[config.mk]
export PLATFORM = sky130hd
export DESIGN_NAME = online_cmd_rx_flat
export DESIGN_NICKNAME = d
export VERILOG_FILES = /design/src/rtl/online_cmd_rx_if.sv /design/src/rtl/online_cmd_rx.sv /design/src/flat_wrapper.sv
export SDC_FILE = /design/constraint.sdc
export NUM_CORES = 1
export LEC_CHECK = 0
export BUFFER_PORTS_ARGS = -buffer_cell sky130_fd_sc_hd__buf_2
export CAP_MARGIN = 25
export CORE_MARGIN = 1
export CORE_UTILIZATION = 40
export DETAILED_ROUTE_END_ITERATION = 10
export GPL_TIMING_DRIVEN = 0
export PLACE_DENSITY = 0.57
export RECOVER_POWER = 25
export SLEW_MARGIN = 15
export SYNTH_ARGS = -nofsm -noshare
export SYNTH_HDL_FRONTEND = slang
export SYNTH_SLANG_ARGS = --single-unit
[constraint.sdc]
create_clock -name clk -period 2.1 [get_ports clk]
set_clock_uncertainty 0.1 [all_clocks]
set_input_delay 0.105 -clock clk [delete_from_list [all_inputs] [get_ports clk]]
set_output_delay 0.105 -clock clk [all_outputs]
set_load 0.05 [all_outputs]
[src/rtl/online_cmd_rx_if.sv]
// Command-side bundle of the online UART receiver: level, colour pulses, errors, last command.
interface online_cmd_rx_if;
  logic       online;
  logic       red;
  logic       green;
  logic       yellow;
  logic       cmd_err;
  logic       frame_err;
  logic [7:0] last_cmd;

  modport master (output online, red, green, yellow, cmd_err, frame_err, last_cmd);
  modport slave  (input  online, red, green, yellow, cmd_err, frame_err, last_cmd);
endinterface

[src/rtl/online_cmd_rx.sv]
// 8N1 UART receiver feeding a command decoder for the host-controlled traffic-light mode.
// Emits the online level, single-cycle colour/error pulses and the last accepted command.
module online_cmd_rx #(
  parameter int BAUD_DIV   = 5208,
  parameter int SYNC_DEPTH = 2
) (
  input  logic             clk,
  input  logic             rst_n,
  input  logic             rxd,
  online_cmd_rx_if.master  cmd
);

  localparam int CW = $clog2(BAUD_DIV);
  localparam logic [CW-1:0] FULL = CW'(BAUD_DIV - 1);
  localparam logic [CW-1:0] HALF = CW'(BAUD_DIV / 2 - 1);

  typedef enum logic [2:0] {IDLE, START, DATA, STOP, WAIT_HI} rx_state_t;

  function automatic logic [7:0] to_upper(input logic [7:0] b);
    return (b >= 8'h61 && b <= 8'h7A) ? (b & 8'hDF) : b;
  endfunction

  logic [SYNC_DEPTH-1:0] sync_q;
  logic                  rxd_s;
  rx_state_t             state_q, state_d;
  logic [CW-1:0]         cnt_q, cnt_d;
  logic [2:0]            bit_q, bit_d;
  logic [7:0]            sh_q, sh_d;
  logic                  vld_p0, ferr_p0;
  logic [7:0]            byte_p0;
  logic [7:0]            ucmd_p0;

  logic                  online_p1, red_p1, green_p1, yellow_p1, cmd_err_p1, frame_err_p1;
  logic [7:0]            last_cmd_p1;

  always_ff @(posedge clk or negedge rst_n) begin
    if (!rst_n) sync_q <= '1;
    else        sync_q <= {sync_q[SYNC_DEPTH-2:0], rxd};
  end
  assign rxd_s = sync_q[SYNC_DEPTH-1];

  always_ff @(posedge clk or negedge rst_n) begin
    if (!rst_n) begin
      state_q <= IDLE;
      cnt_q   <= '0;
      bit_q   <= '0;
    end else begin
      state_q <= state_d;
      cnt_q   <= cnt_d;
      bit_q   <= bit_d;
    end
  end

  always_ff @(posedge clk) sh_q <= sh_d;

  // Sampling points: mid start bit, then every full bit period so data/stop land mid-bit.
  always_comb begin
    state_d = state_q;
    cnt_d   = cnt_q + 1'b1;
    bit_d   = bit_q;
    sh_d    = sh_q;
    vld_p0  = 1'b0;
    ferr_p0 = 1'b0;
    case (state_q)
      IDLE: begin
        cnt_d = '0;
        bit_d = '0;
        if (!rxd_s) state_d = START;
      end
      START: begin
        if (cnt_q == HALF) begin
          cnt_d   = '0;
          state_d = rxd_s ? IDLE : DATA;
        end
      end
      DATA: begin
        if (cnt_q == FULL) begin
          cnt_d = '0;
          sh_d  = {rxd_s, sh_q[7:1]};
          bit_d = bit_q + 3'd1;
          if (bit_q == 3'd7) state_d = STOP;
        end
      end
      STOP: begin
        if (cnt_q == FULL) begin
          cnt_d = '0;
          if (rxd_s) begin
            vld_p0  = 1'b1;
            state_d = IDLE;
          end else begin
            ferr_p0 = 1'b1;
            state_d = WAIT_HI;
          end
        end
      end
      WAIT_HI: begin
        cnt_d = '0;
        if (rxd_s) state_d = IDLE;
      end
      default: state_d = IDLE;
    endcase
  end

  assign byte_p0 = sh_q;
  assign ucmd_p0 = to_upper(byte_p0);

  // Decode stage: results are registered, one cycle after the stop-bit sample.
  always_ff @(posedge clk or negedge rst_n) begin
    if (!rst_n) begin
      online_p1    <= 1'b0;
      red_p1       <= 1'b0;
      green_p1     <= 1'b0;
      yellow_p1    <= 1'b0;
      cmd_err_p1   <= 1'b0;
      frame_err_p1 <= 1'b0;
      last_cmd_p1  <= 8'h00;
    end else begin
      red_p1       <= 1'b0;
      green_p1     <= 1'b0;
      yellow_p1    <= 1'b0;
      cmd_err_p1   <= 1'b0;
      frame_err_p1 <= ferr_p0;
      if (vld_p0) begin
        case (ucmd_p0)
          8'h4E: begin online_p1 <= 1'b1; last_cmd_p1 <= ucmd_p0; end
          8'h46: begin online_p1 <= 1'b0; last_cmd_p1 <= ucmd_p0; end
          8'h52: if (online_p1) begin red_p1    <= 1'b1; last_cmd_p1 <= ucmd_p0; end
          8'h47: if (online_p1) begin green_p1  <= 1'b1; last_cmd_p1 <= ucmd_p0; end
          8'h59: if (online_p1) begin yellow_p1 <= 1'b1; last_cmd_p1 <= ucmd_p0; end
          default: cmd_err_p1 <= 1'b1;
        endcase
      end
    end
  end

  assign cmd.online    = online_p1;
  assign cmd.red       = red_p1;
  assign cmd.green     = green_p1;
  assign cmd.yellow    = yellow_p1;
  assign cmd.cmd_err   = cmd_err_p1;
  assign cmd.frame_err = frame_err_p1;
  assign cmd.last_cmd  = last_cmd_p1;

endmodule

[src/flat_wrapper.sv]
// flat-port wrapper written by rule: the top's interface ports become plain ports
module online_cmd_rx_flat 
#(
  parameter int BAUD_DIV   = 5208,
  parameter int SYNC_DEPTH = 2
)
  (clk, rst_n, rxd, cmd_online, cmd_red, cmd_green, cmd_yellow, cmd_cmd_err, cmd_frame_err, cmd_last_cmd);
  online_cmd_rx_if cmd_i ();
  input  logic clk;
  input  logic rst_n;
  input  logic rxd;
  output wire logic [$bits(cmd_i.online)-1:0] cmd_online;
  output wire logic [$bits(cmd_i.red)-1:0] cmd_red;
  output wire logic [$bits(cmd_i.green)-1:0] cmd_green;
  output wire logic [$bits(cmd_i.yellow)-1:0] cmd_yellow;
  output wire logic [$bits(cmd_i.cmd_err)-1:0] cmd_cmd_err;
  output wire logic [$bits(cmd_i.frame_err)-1:0] cmd_frame_err;
  output wire logic [$bits(cmd_i.last_cmd)-1:0] cmd_last_cmd;
  assign cmd_online = cmd_i.online;
  assign cmd_red = cmd_i.red;
  assign cmd_green = cmd_i.green;
  assign cmd_yellow = cmd_i.yellow;
  assign cmd_cmd_err = cmd_i.cmd_err;
  assign cmd_frame_err = cmd_i.frame_err;
  assign cmd_last_cmd = cmd_i.last_cmd;
  online_cmd_rx #(.BAUD_DIV(BAUD_DIV), .SYNC_DEPTH(SYNC_DEPTH)) u_core (.clk(clk), .rst_n(rst_n), .rxd(rxd), .cmd(cmd_i));
endmodule
======== After elaboration in Yosys (flattened, before gate mapping) ========
Cells that the tools add are included.
word-level totals
  output and inout bits ................... 14
  word-level logic and storage cells ...... 83
  flip-flop bits (word level) ............. 43
  bits of input ports ..................... 3
operators by class
  add/sub/neg operators ................... 2
  mux-type cells .......................... 33
  order comparisons ....................... 2
  equality and inequality tests ........... 19
  reductions and logical operators ........ 15
operators with widths
  operator               count
  $eq 8x7->1 const B     5
  $pmux 13 s3            1
  $mux 13                2
  $mux 3                 8
  $pmux 8 s2             1
  $mux 1                 15
  $pmux 3 s5             1
  $add 13x1->13 const B  1
  $eq 13x12->1 const B   1
  $eq 13x13->1 const B   1
  $ne 2x1->1 const B     6
  $ge 8x7->1 const B     1
  $le 8x7->1 const B     1
  $mux 8                 1
  $eq 3x2->1 const B     2
  $eq 3x3->1 const B     2
  $mux 6                 1
  $pmux 3 s2             1
  $reduce_and 2->1       3
  $reduce_and 6->1       1
  $reduce_bool 2->1      3
  $reduce_or 2->1        3
  $reduce_or 5->1        1
  $add 3x1->3 const B    1
  8 further kinds        8

======== Logic depth before layout (Yosys ltp) ========
Gate-level depths: netlist of run 1.
  depth after elaboration ................. 7
  mapped depth ............................ 7
  gate-level depth less buffers ........... 6

======== Least setup slack after synthesis of run 1 ========
OpenSTA, ideal clock, no wires.
  kind .................................... flip-flop to flip-flop
  start point ............................. register u_core.cnt_q[0]
  end point ............................... register u_core.sh_q[0] (netlist: u_core.byte_p0[0]), enable pin
  slack ................................... -55 ps
  library setup time ...................... 383 ps
  path buffers ............................ 0
  stages on the path, launching flop included .. 6
  arrival time ............................ 1671 ps
  required time ........................... 1617 ps
  clock period less this slack ............ 2155 ps
  cells stage by stage .................... dfrtp_1 > ha_1 > and4bb_2 > and3_1 > nand2_1 > nor3_1
between the ends
  word-level cells in the longest chain between the ends .. 2
ends and longest elaborated chain
  item                        line                 source
  start, declared             online_cmd_rx.sv:26  logic [CW-1:0] cnt_q, cnt_d;
  start signal, assigned      online_cmd_rx.sv:49  cnt_q <= cnt_d;
  $eq 13x13->1                online_cmd_rx.sv:77  if (cnt_q == FULL) begin
  $reduce_and 2->1 (no line)  -
  end signal, assigned        online_cmd_rx.sv:54  always_ff @(posedge clk) sh_q <= sh_d;
  end, declared               online_cmd_rx.sv:28  logic [7:0] sh_q, sh_d;
No other way between the ends.
A chain may end at the register's enable or synchronous reset.

======== Final worst setup path of run 1 ========
  start point ............................. register u_core.cnt_q[2]
  end point ............................... register u_core.cnt_q[5]
between the ends
  word-level cells in the longest chain between the ends .. 3
  elaborated cells on any way between the ends .. 6
  those cells by class .................... add/sub (1); eq/ne (2); mux (3)
ends and longest elaborated chain
  item                                         line                                                           source
  $add 13x1->13, or another cell as far along  online_cmd_rx.sv:59                                            cnt_d = cnt_q + 1'b1;
  $mux 13, on equally long branches            online_cmd_rx.sv:77, online_cmd_rx.sv:85, online_cmd_rx.sv:71
  $pmux 13 s3 *                                online_cmd_rx.sv:64                                            case (state_q)
  net u_core.cnt_d[5]                          online_cmd_rx.sv:26
The timed path passes the listed nets; every way through them passes the cells marked *.

==> results.toml, run 1 <==
[critical_path]
cp_top_family = "simple AND/OR/NAND/NOR gates"
max_stage_delay_ps = 550
worstPathCellList = "or4b_1 > nor3_2 > a21boi_2 > a211oi_4 > buf_6 > nor2_1"
arrival_ps = 2050
critPathBufInv = 1
crit_fanout = 10
path_class = "reg2reg"
cp.required_ps = 2180
crit_slowest_cell = "or4b_1"
startpoint_type = "register"
endpoint_kind = "register"

[route]
via_count = 1468
dr.pass1.iters = 4
ant_nets = 0
detail_route.vias_per_cell = 5.21
drcViolationCount = 0
drt-total-wl_um = 3730
drtIter0Drc = 116
wire_per_inst_um = 13.2

[timing]
min_period_ps = 1970
relSlewSlack_pct = 43.1
fmax_mhz = 507
finalCritPeriodShare_pct = 93.9
hold_viol = 0
rsz0062_at_grt = "false"
slew_viol_final = 0
fin_tns_setup_ps = 0
worst_slew_pin_slew_ps = 853
setup_viol = 0
fin_ws_ps = 128
hold_ws_ps = 268

[pwr]
switching_share_pct = 19.6
p_int_mw = 1.12
ir_drop_mv = 0.275
power_switching_mw = 0.273
pwr-share-seq_pct = 61.2
fin_total_pwr_mw = 1.39
p_leak_nw = 0.951
power.share.clock_pct = 37.5
powerDensity_mw_per_mm2 = 598
comb_power_share_pct = 1.3

[synth]
synthArstFlopShare_pct = 81.4
yosys-top-cells-count = "dfrtp_1, nor2_1, nand2_1"
synth_ff_type = "dfrtp_1"
synth_cells = 188
synth-edff-count = 8
synth.area.top_cells = "dfrtp_1, edfxtp_1, nor2_1, nand2_1, xor2_1"
synth-seq-cells = 43
synth_warnings = 0
synth.distinct_cells = 44
synth.avg_cell_area_um2 = 10.7
post-synth-top-count-cell = "dfrtp_1"
synth_top_area_share_pct = 41.1
netlist.top_cell.by_area = "dfrtp_1"
seq_area_frac_synth_pct = 55.7
synth_nets = 194
syn_area_mm2 = 0.00201

[finish]
syn2layout_area_growth_pct = 15.9
final_cells = 282
antennaDiodeCount = 0
finalNetCount = 220
multi_input_area_um2 = 882
drive_above_1_share_pct = 14.9
post-route-util_pct = 48.6
stdcell_area_mm2 = 0.00233
fillers = 448
seq_area_mm2 = 0.00112

[floorplan]
fp.dieH_um = 72.9
fp.dieW_um = 72.9
rows = 25
io_pins = 17
initial_core_util_pct = 42.0
core_area_mm2 = 0.00479
die-area_mm2 = 0.00531

[placement]
dp_cells = 271
io_buffers = 16
dp_slack_ps = -166
gp_congestion = 0.781
placed_area_mm2 = 0.00218
hpwl_um = 2720

[clocking]
cts_sinks = 43
cts_buffer_depth = 2
cts_root_buffer = "clkbuf_8"
h-tree-depth = 2
clk_pin_slew_ps = 70
clock_latency_ps = 290
cts_tree = "yes"
cts_buffers = 5

[global_route]
grt_use_total_pct = 15.8
grt_pass1_wl_um = 6390
grt-ovfl-total = 0
antenna_found_initial = 0
grt_pass1_vias = 1429
grt_max_degree = 36

[flow_run]
maxCapViolCount = 0

[status]
status = "complete, no violations"

[worst_hold_path]
worst_hold_path_type = "reg2reg"
## routing by layer
metal	up-vias	part of all wire (%)	track usage, %
met5	-	0	0
met4	0	1.1	6.10
met3	5	4.3	4.97
met2	27	48	26.7
met1	717	47	18.7
li1	719	-	-
## registers in the layout, indices dropped and copies added, names as in the netlist, 2 cells and up
signal               count
u_core.sync_q            2
u_core.cmd.last_cmd      8
u_core.state_q           3
u_core.cnt_q            13
u_core.byte_p0           8
u_core.bit_q             3
## cell families after synthesis
| family | count (synthesis) | synth area share (%) |
|---|---|---|
| fa+ha+maj | 3 | 1.87 |
| compound gates | 30 | 10.2 |
| flops | 43 | 55.7 |
| buf+inv | 10 | 2.30 |
| xor+xnor | 9 | 3.93 |
| mux | 2 | 1.12 |
| simple gates | 91 | 24.9 |
## cell usage in the layout, fill, tap and decap left out, types with 4 or more instances in the layout
master    count
a21oi_1       9
buf_2         4
clkbuf_1     16
clkbuf_8      6
dfrtp_1      33
edfxtp_1      8
inv_1         4
nand2_1      17
nand3_1       7
nand3b_1      6
nor2_1       24
o21ai_0      10
xor2_1        7
## repair_timing
action	4_1_cts	5_1_grt
gates resized for setup	3	4
pin swaps	0	2
gates cloned	0	0
hold endpoints to repair	34	0
setup buffers	1	0
endpoints found under the setup margin	18	20
hold buffers	2	0
## power by group through the flow
stage | clock, mW | sequential (mW) | combinational, mW
CTS | 0.543 | 0.852 | 0.0192
global placement | 0 | 0.869 | 0.0164
global route | 0.573 | 0.852 | 0.0215
floorplan | 0 | 0.868 | 0.00132
detailed placement | 0 | 0.869 | 0.0163
finish | 0.522 | 0.852 | 0.0183
## area by class of cell
class	count	area share (%)
clock buffers	7	3.71
repair buffers	19	4.52
well taps	67	3.60
multi-input cells	135	37.9
inverters	4	0.645
flip-flops and latches	43	48.1
plain buffers	6	1.34
clock inverters	1	0.215
## worst register-to-register path: stages, from the launching register on
cell and delay [ps]:
dfrtp_1 440, or4b_1 550, nor3_2 150, a21boi_2 110, a211oi_4 270, buf_6 190
nor2_1 50
## worst paths after layout
check	from	end	cells past startpoint	slack (ps)
setup reg to reg	u_core.cnt_q[2]	u_core.cnt_q[5]	6	130
setup / recovery	u_core.cnt_q[2]	u_core.cnt_q[5]	6	130
hold reg to reg	u_core.sync_q[0]	u_core.sync_q[1]	0	270
min in group asynchronous	rst_n	u_core.cmd.last_cmd[0]	2	350
hold / removal	u_core.sync_q[0]	u_core.sync_q[1]	0	270
max in group asynchronous	rst_n	u_core.bit_q[2]	2	1010
Note: power is estimated with default switching activity, not from simulation.
==> inputs of run 2 (changes only) <==
Settings changed: RECOVER_POWER 25 to 50, SETUP_SLACK_MARGIN from default to 0.05.
==> run 2 against run 1 <==
Power hardly changed. Sequential power hardly changed. Combinational power hardly changed. Sequential share of layout area is 0.51 points lower. Non-clock buffer count is 1 higher. First-iteration DRC count is 0.86% lower. Register-to-register slack better by 50 ps. Core utilization is 0.52 points higher. Global-route usage stayed put. Largest cell class unchanged. Flip-flop and latch count stayed put. Fmax is 2.8% higher. Cell area is 1.1% higher.
==> results.toml, run 2 (same netlist as run 1, synthesis figures left out) <==
[pwr]
p_leak_nw = 0.943
ir_drop_mv = 0.275
powerDensity_mw_per_mm2 = 592

[route]
drtIter0Drc = 115
dr.pass1.iters = 4
drt-total-wl_um = 3760
ant_nets = 0
via_count = 1471
detail_route.vias_per_cell = 5.20
drcViolationCount = 0
wire_per_inst_um = 13.3

[finish]
final_cells = 283
final_common_cell = "dfrtp_1"
antennaDiodeCount = 0
fillers = 447
top_register = "u_core.cnt_q"
drive_above_1_share_pct = 14.8
finalNetCount = 221
largest_reg_flops = 13
syn2layout_area_growth_pct = 17.1
final_cell_mix = "dfrtp_1, nor2_1, nand2_1, clkbuf_1, o21ai_0"

[worst_hold_path]
worst_hold_path_type = "reg2reg"
hp-start = "u_core.sync_q[0]"
min_path_cells = 0
whs_endpoint = "u_core.sync_q[1]"

[placement]
dp_slack_ps = -166
io_buffers = 16
dp_cells = 271
hpwl_um = 2720
gp_congestion = 0.781

[floorplan]
fp.dieW_um = 72.9
io_pins = 17
initial_core_util_pct = 42.0
fp.dieH_um = 72.9
core_area_mm2 = 0.00479
die-area_mm2 = 0.00531
rows = 25

[critical_path]
r2r_start = "u_core.cnt_q[0]"
r2r-end = "u_core.byte_p0[5]"
path_class = "reg2reg"
worstPathCellList = "ha_4 > and4bb_2 > and3_2 > nand2_2 > nor3_4 > buf_12"
crit_slowest_cell = "dfrtp_1"
startpoint_type = "register"
crit_fanout = 8
reg2reg_slack_ps = 180
arrival_ps = 1830
cp.required_ps = 2010
worstRegToRegCells = 6
endpoint_kind = "register"
max_stage_delay_ps = 420

[flow_run]
maxCapViolCount = 0

[global_route]
grt_pass1_wl_um = 6390
grt_max_degree = 36
grt-ovfl-total = 0
antenna_found_initial = 0
use_met2_pct = 26.7
grt_pass1_vias = 1433
use_met1_pct = 18.7
top_usage_layer = "met2"
grt_use_total_pct = 15.8
use_met3_pct = 4.97

[timing]
finalCritPeriodShare_pct = 91.4
fmax_mhz = 521
worst_slew_pin_slew_ps = 854
rsz0062_at_grt = "false"
fin_ws_ps = 181
relSlewSlack_pct = 43.1
slew_viol_final = 0
fin_tns_setup_ps = 0
setup_viol = 0
hold_viol = 0
min_period_ps = 1920

[status]
status = "complete, no violations"

[clocking]
cts_root_buffer = "clkbuf_8"
h-tree-depth = 2
cts_tree = "yes"
cts_buffer_depth = 2
clock_latency_ps = 290
cts_sinks = 43
cts_buffers = 5
clk_pin_slew_ps = 70
## run 2: cell count changes in the layout (fill, tap and decap cells not counted)
| cell | delta |
|---|---|
| ha_2 | -1 |
| o211ai_2 | -1 |
| ha_4 | +1 |
| buf_2 | -1 |
| o211ai_4 | +1 |
| clkbuf_1 | +1 |
| buf_4 | +1 |
## run 2: power breakdown
| group | leakage (nW) | total (mW) | switching (mW) | internal (mW) |
|---|---|---|---|---|
| clock | 0.0482 | 0.523 | 0.258 | 0.265 |
| sequential | 0.539 | 0.852 | 0.00204 | 0.850 |
| combinational | 0.356 | 0.0184 | 0.0141 | 0.00424 |
## run 2: worst max-delay path by stage
stage,start,endpoint,depth (start not counted)
finish,u_core.cnt_q[0],u_core.byte_p0[5],6
global route,u_core.cnt_q[0],u_core.cnt_q[0],6
CTS,u_core.cnt_q[0],u_core.cmd.last_cmd[1],6
detailed placement,u_core.cnt_q[0],u_core.byte_p0[1],5
global placement,u_core.cnt_q[0],u_core.byte_p0[0],5
floorplan,u_core.cnt_q[0],u_core.byte_p0[0],5
## run 2: what timing repair did
item	4_1_cts	5_1_grt
buffers inserted	2	0
pin swaps	0	1
hold buffers	2	0
endpoints found under the hold margin	34	0
gates resized for setup	3	6
setup endpoints to repair	19	24
## run 2: final cells by class
class / count / area (µm²) / share of cell area [%]
buffer: 6 / 31.3 / 1.33
clock buffer: 7 / 86.3 / 3.67
clock inverter: 1 / 5.00 / 0.213
inverter: 4 / 15.0 / 0.638
multi-input combinational: 135 / 901 / 38.3
sequential: 43 / 1120 / 47.6
tap: 67 / 83.8 / 3.56
timing repair buffer: 20 / 111 / 4.73
## run 2: through the flow
| step | utilization (%) | hold WS [ps] | area, µm² | power, mW |
|---|---|---|---|---|
| after floorplan | - | -291 | 2010 | 0.870 |
| after global placement | 45.5 | 110 | 2180 | 0.885 |
| after detailed placement | 45.5 | 111 | 2180 | 0.885 |
| after CTS | 48.8 | 262 | 2330 | 1.41 |
| after global routing | 49.2 | 271 | 2350 | 1.45 |
| final | 49.2 | 268 | 2350 | 1.39 |
## run 2: per-layer routing
layer	wire, µm	vias up
met5	0	-
met4	42	0
met3	183	5
met2	1770	36
met1	1760	709
li1	-	721
## run 2: worst max-delay path: cells and delay by family (launching register included)
family | cells | cell delay [ps]
fa+ha+maj | 1 | 180
buf+inv | 1 | 150
flops | 1 | 420
simple gates | 4 | 790
==> inputs of run 3 (changes only) <==
==> constraint.sdc (replaced) <==
create_clock -name clk -period 2.1 [get_ports clk]
set_clock_uncertainty 0.1 [all_clocks]
set_input_delay 0.42 -clock clk [delete_from_list [all_inputs] [get_ports clk]]
set_output_delay 0.42 -clock clk [all_outputs]
set_load 0.05 [all_outputs]
==> run 3 against run 2 <==
Sequential share of layout area up 0.20 points. Die area unchanged. Cell count down 0.71%. Register-to-register slack about the same. Cell area down 0.43%. Critical path depth unchanged. Critical path type unchanged. Largest power group unchanged.
==> results.toml, run 3 (same netlist as run 1, synthesis figures left out) <==
[finish]
post-route-util_pct = 48.9
finalNetCount = 219
final_cell_mix = "dfrtp_1, nor2_1, nand2_1, buf_2, o21ai_0"
final_cells = 281
top_register = "u_core.cnt_q"
drive_above_1_share_pct = 18.7
largest_reg_flops = 13
final_common_cell = "dfrtp_1"
antennaDiodeCount = 0
fillers = 445
syn2layout_area_growth_pct = 16.6

[placement]
hpwl_um = 2720
dp_slack_ps = -166
io_buffers = 16
gp_congestion = 0.781
dp_cells = 271

[timing]
worst_slew_pin_slew_ps = 859
fin_ws_ps = 181
fmax_mhz = 521
finalCritPeriodShare_pct = 91.4
setup_viol = 0
slew_viol_final = 0
min_period_ps = 1920
relSlewSlack_pct = 42.8
hold_viol = 0
rsz0062_at_grt = "false"

[critical_path]
crit_fanout = 8
reg2reg_slack_ps = 180
cp.required_ps = 2010
endpoint_kind = "register"
startpoint_type = "register"
r2r-end = "u_core.byte_p0[5]"
r2r_start = "u_core.cnt_q[0]"
worstRegToRegCells = 6
arrival_ps = 1830
path_class = "reg2reg"

[route]
drtIter0Drc = 103
wire_per_inst_um = 13.3
dr.pass1.iters = 4
via_count = 1463
ant_nets = 0
detail_route.vias_per_cell = 5.21
drt-total-wl_um = 3730
drcViolationCount = 0

[worst_hold_path]
hp-start = "rxd"
whs_endpoint = "u_core.sync_q[0]"
worst_hold_path_type = "in2reg"
min_path_cells = 1

[clocking]
cts_buffer_depth = 2
cts_sinks = 43
cts_root_buffer = "clkbuf_8"
clk_pin_slew_ps = 70
h-tree-depth = 2
cts_buffers = 5
cts_hold_buf = 0
cts_tree = "yes"
clock_latency_ps = 290

[global_route]
grt_pass1_vias = 1433
grt-ovfl-total = 0
grt_pass1_wl_um = 6390
antenna_found_initial = 0
grt_max_degree = 36
grt_use_total_pct = 15.8

[flow_run]
maxCapViolCount = 0

[floorplan]
io_pins = 17
fp.dieH_um = 72.9
core_area_mm2 = 0.00479
rows = 25
initial_core_util_pct = 42.0
die-area_mm2 = 0.00531
fp.dieW_um = 72.9

[pwr]
fin_total_pwr_mw = 1.39
ir_drop_mv = 0.275
p_leak_nw = 0.970
powerDensity_mw_per_mm2 = 594

[status]
status = "complete, no violations"
-- run 3: repair_timing --
action | CTS | global route
buffers inserted | 2 | 0
gates cloned | 0 | 0
resized for setup | 3 | 6
setup endpoints to repair | 19 | 24
pin swaps | 0 | 1
-- run 3: final cells by class --
cell class	instances	area (µm²)	area share (%)
Clock inverter	1	5.00	0.214
Clock buffer	7	86.3	3.69
Sequential cell	43	1120	47.8
Tap cell	67	83.8	3.58
Buffer	6	31.3	1.34
Timing Repair Buffer	18	101	4.33
Multi-Input combinational cell	135	901	38.5
Inverter	4	15.0	0.641
-- run 3: how the worst max path moves through the flow --
stage,start,to,depth (start not counted)
6_report,u_core.cnt_q[0],u_core.byte_p0[5],6
3_5_place_dp,u_core.cnt_q[0],u_core.byte_p0[1],5
2_1_floorplan,u_core.cnt_q[0],u_core.byte_p0[0],5
4_1_cts,u_core.cnt_q[0],u_core.cmd.last_cmd[1],6
3_3_place_gp,u_core.cnt_q[0],u_core.byte_p0[0],5
5_1_grt,u_core.cnt_q[0],u_core.cnt_q[0],6
-- run 3: per-stage QoR --
| step | cell area [µm²] | TNS, ps | hold slack (ps) |
|---|---|---|---|
| floorplan | 2010 | 0 | 24.4 |
| global placement | 2180 | -799 | 245 |
| detailed placement | 2180 | -1320 | 251 |
| CTS | 2310 | 0 | 113 |
| global route | 2340 | 0 | 111 |
| finish | 2340 | 0 | 121 |
-- run 3: report_power, final --
part | total [mW] | internal [mW] | switching [mW] | leakage, nW
Clock | 0.523 | 0.265 | 0.258 | 0.0482
Combinational | 0.0156 | 0.00183 | 0.0137 | 0.383
Sequential | 0.852 | 0.850 | 0.00204 | 0.539
-- run 3: critical path, cell delays in order (launching register included) --
cell and delay (ps):
dfrtp_1 420, ha_4 180, and4bb_2 240, and3_2 220
nand2_2 100, nor3_4 230, buf_12 150
-- run 3: per-layer routing --
metal  GRT usage (%)  share of wire (%)  vias up
li1                -                  -      717
met1            18.7                 47      709
met2            26.7                 47       32
met3            4.97                4.8        5
met4            6.10                1.1        0
met5               0                  0        -
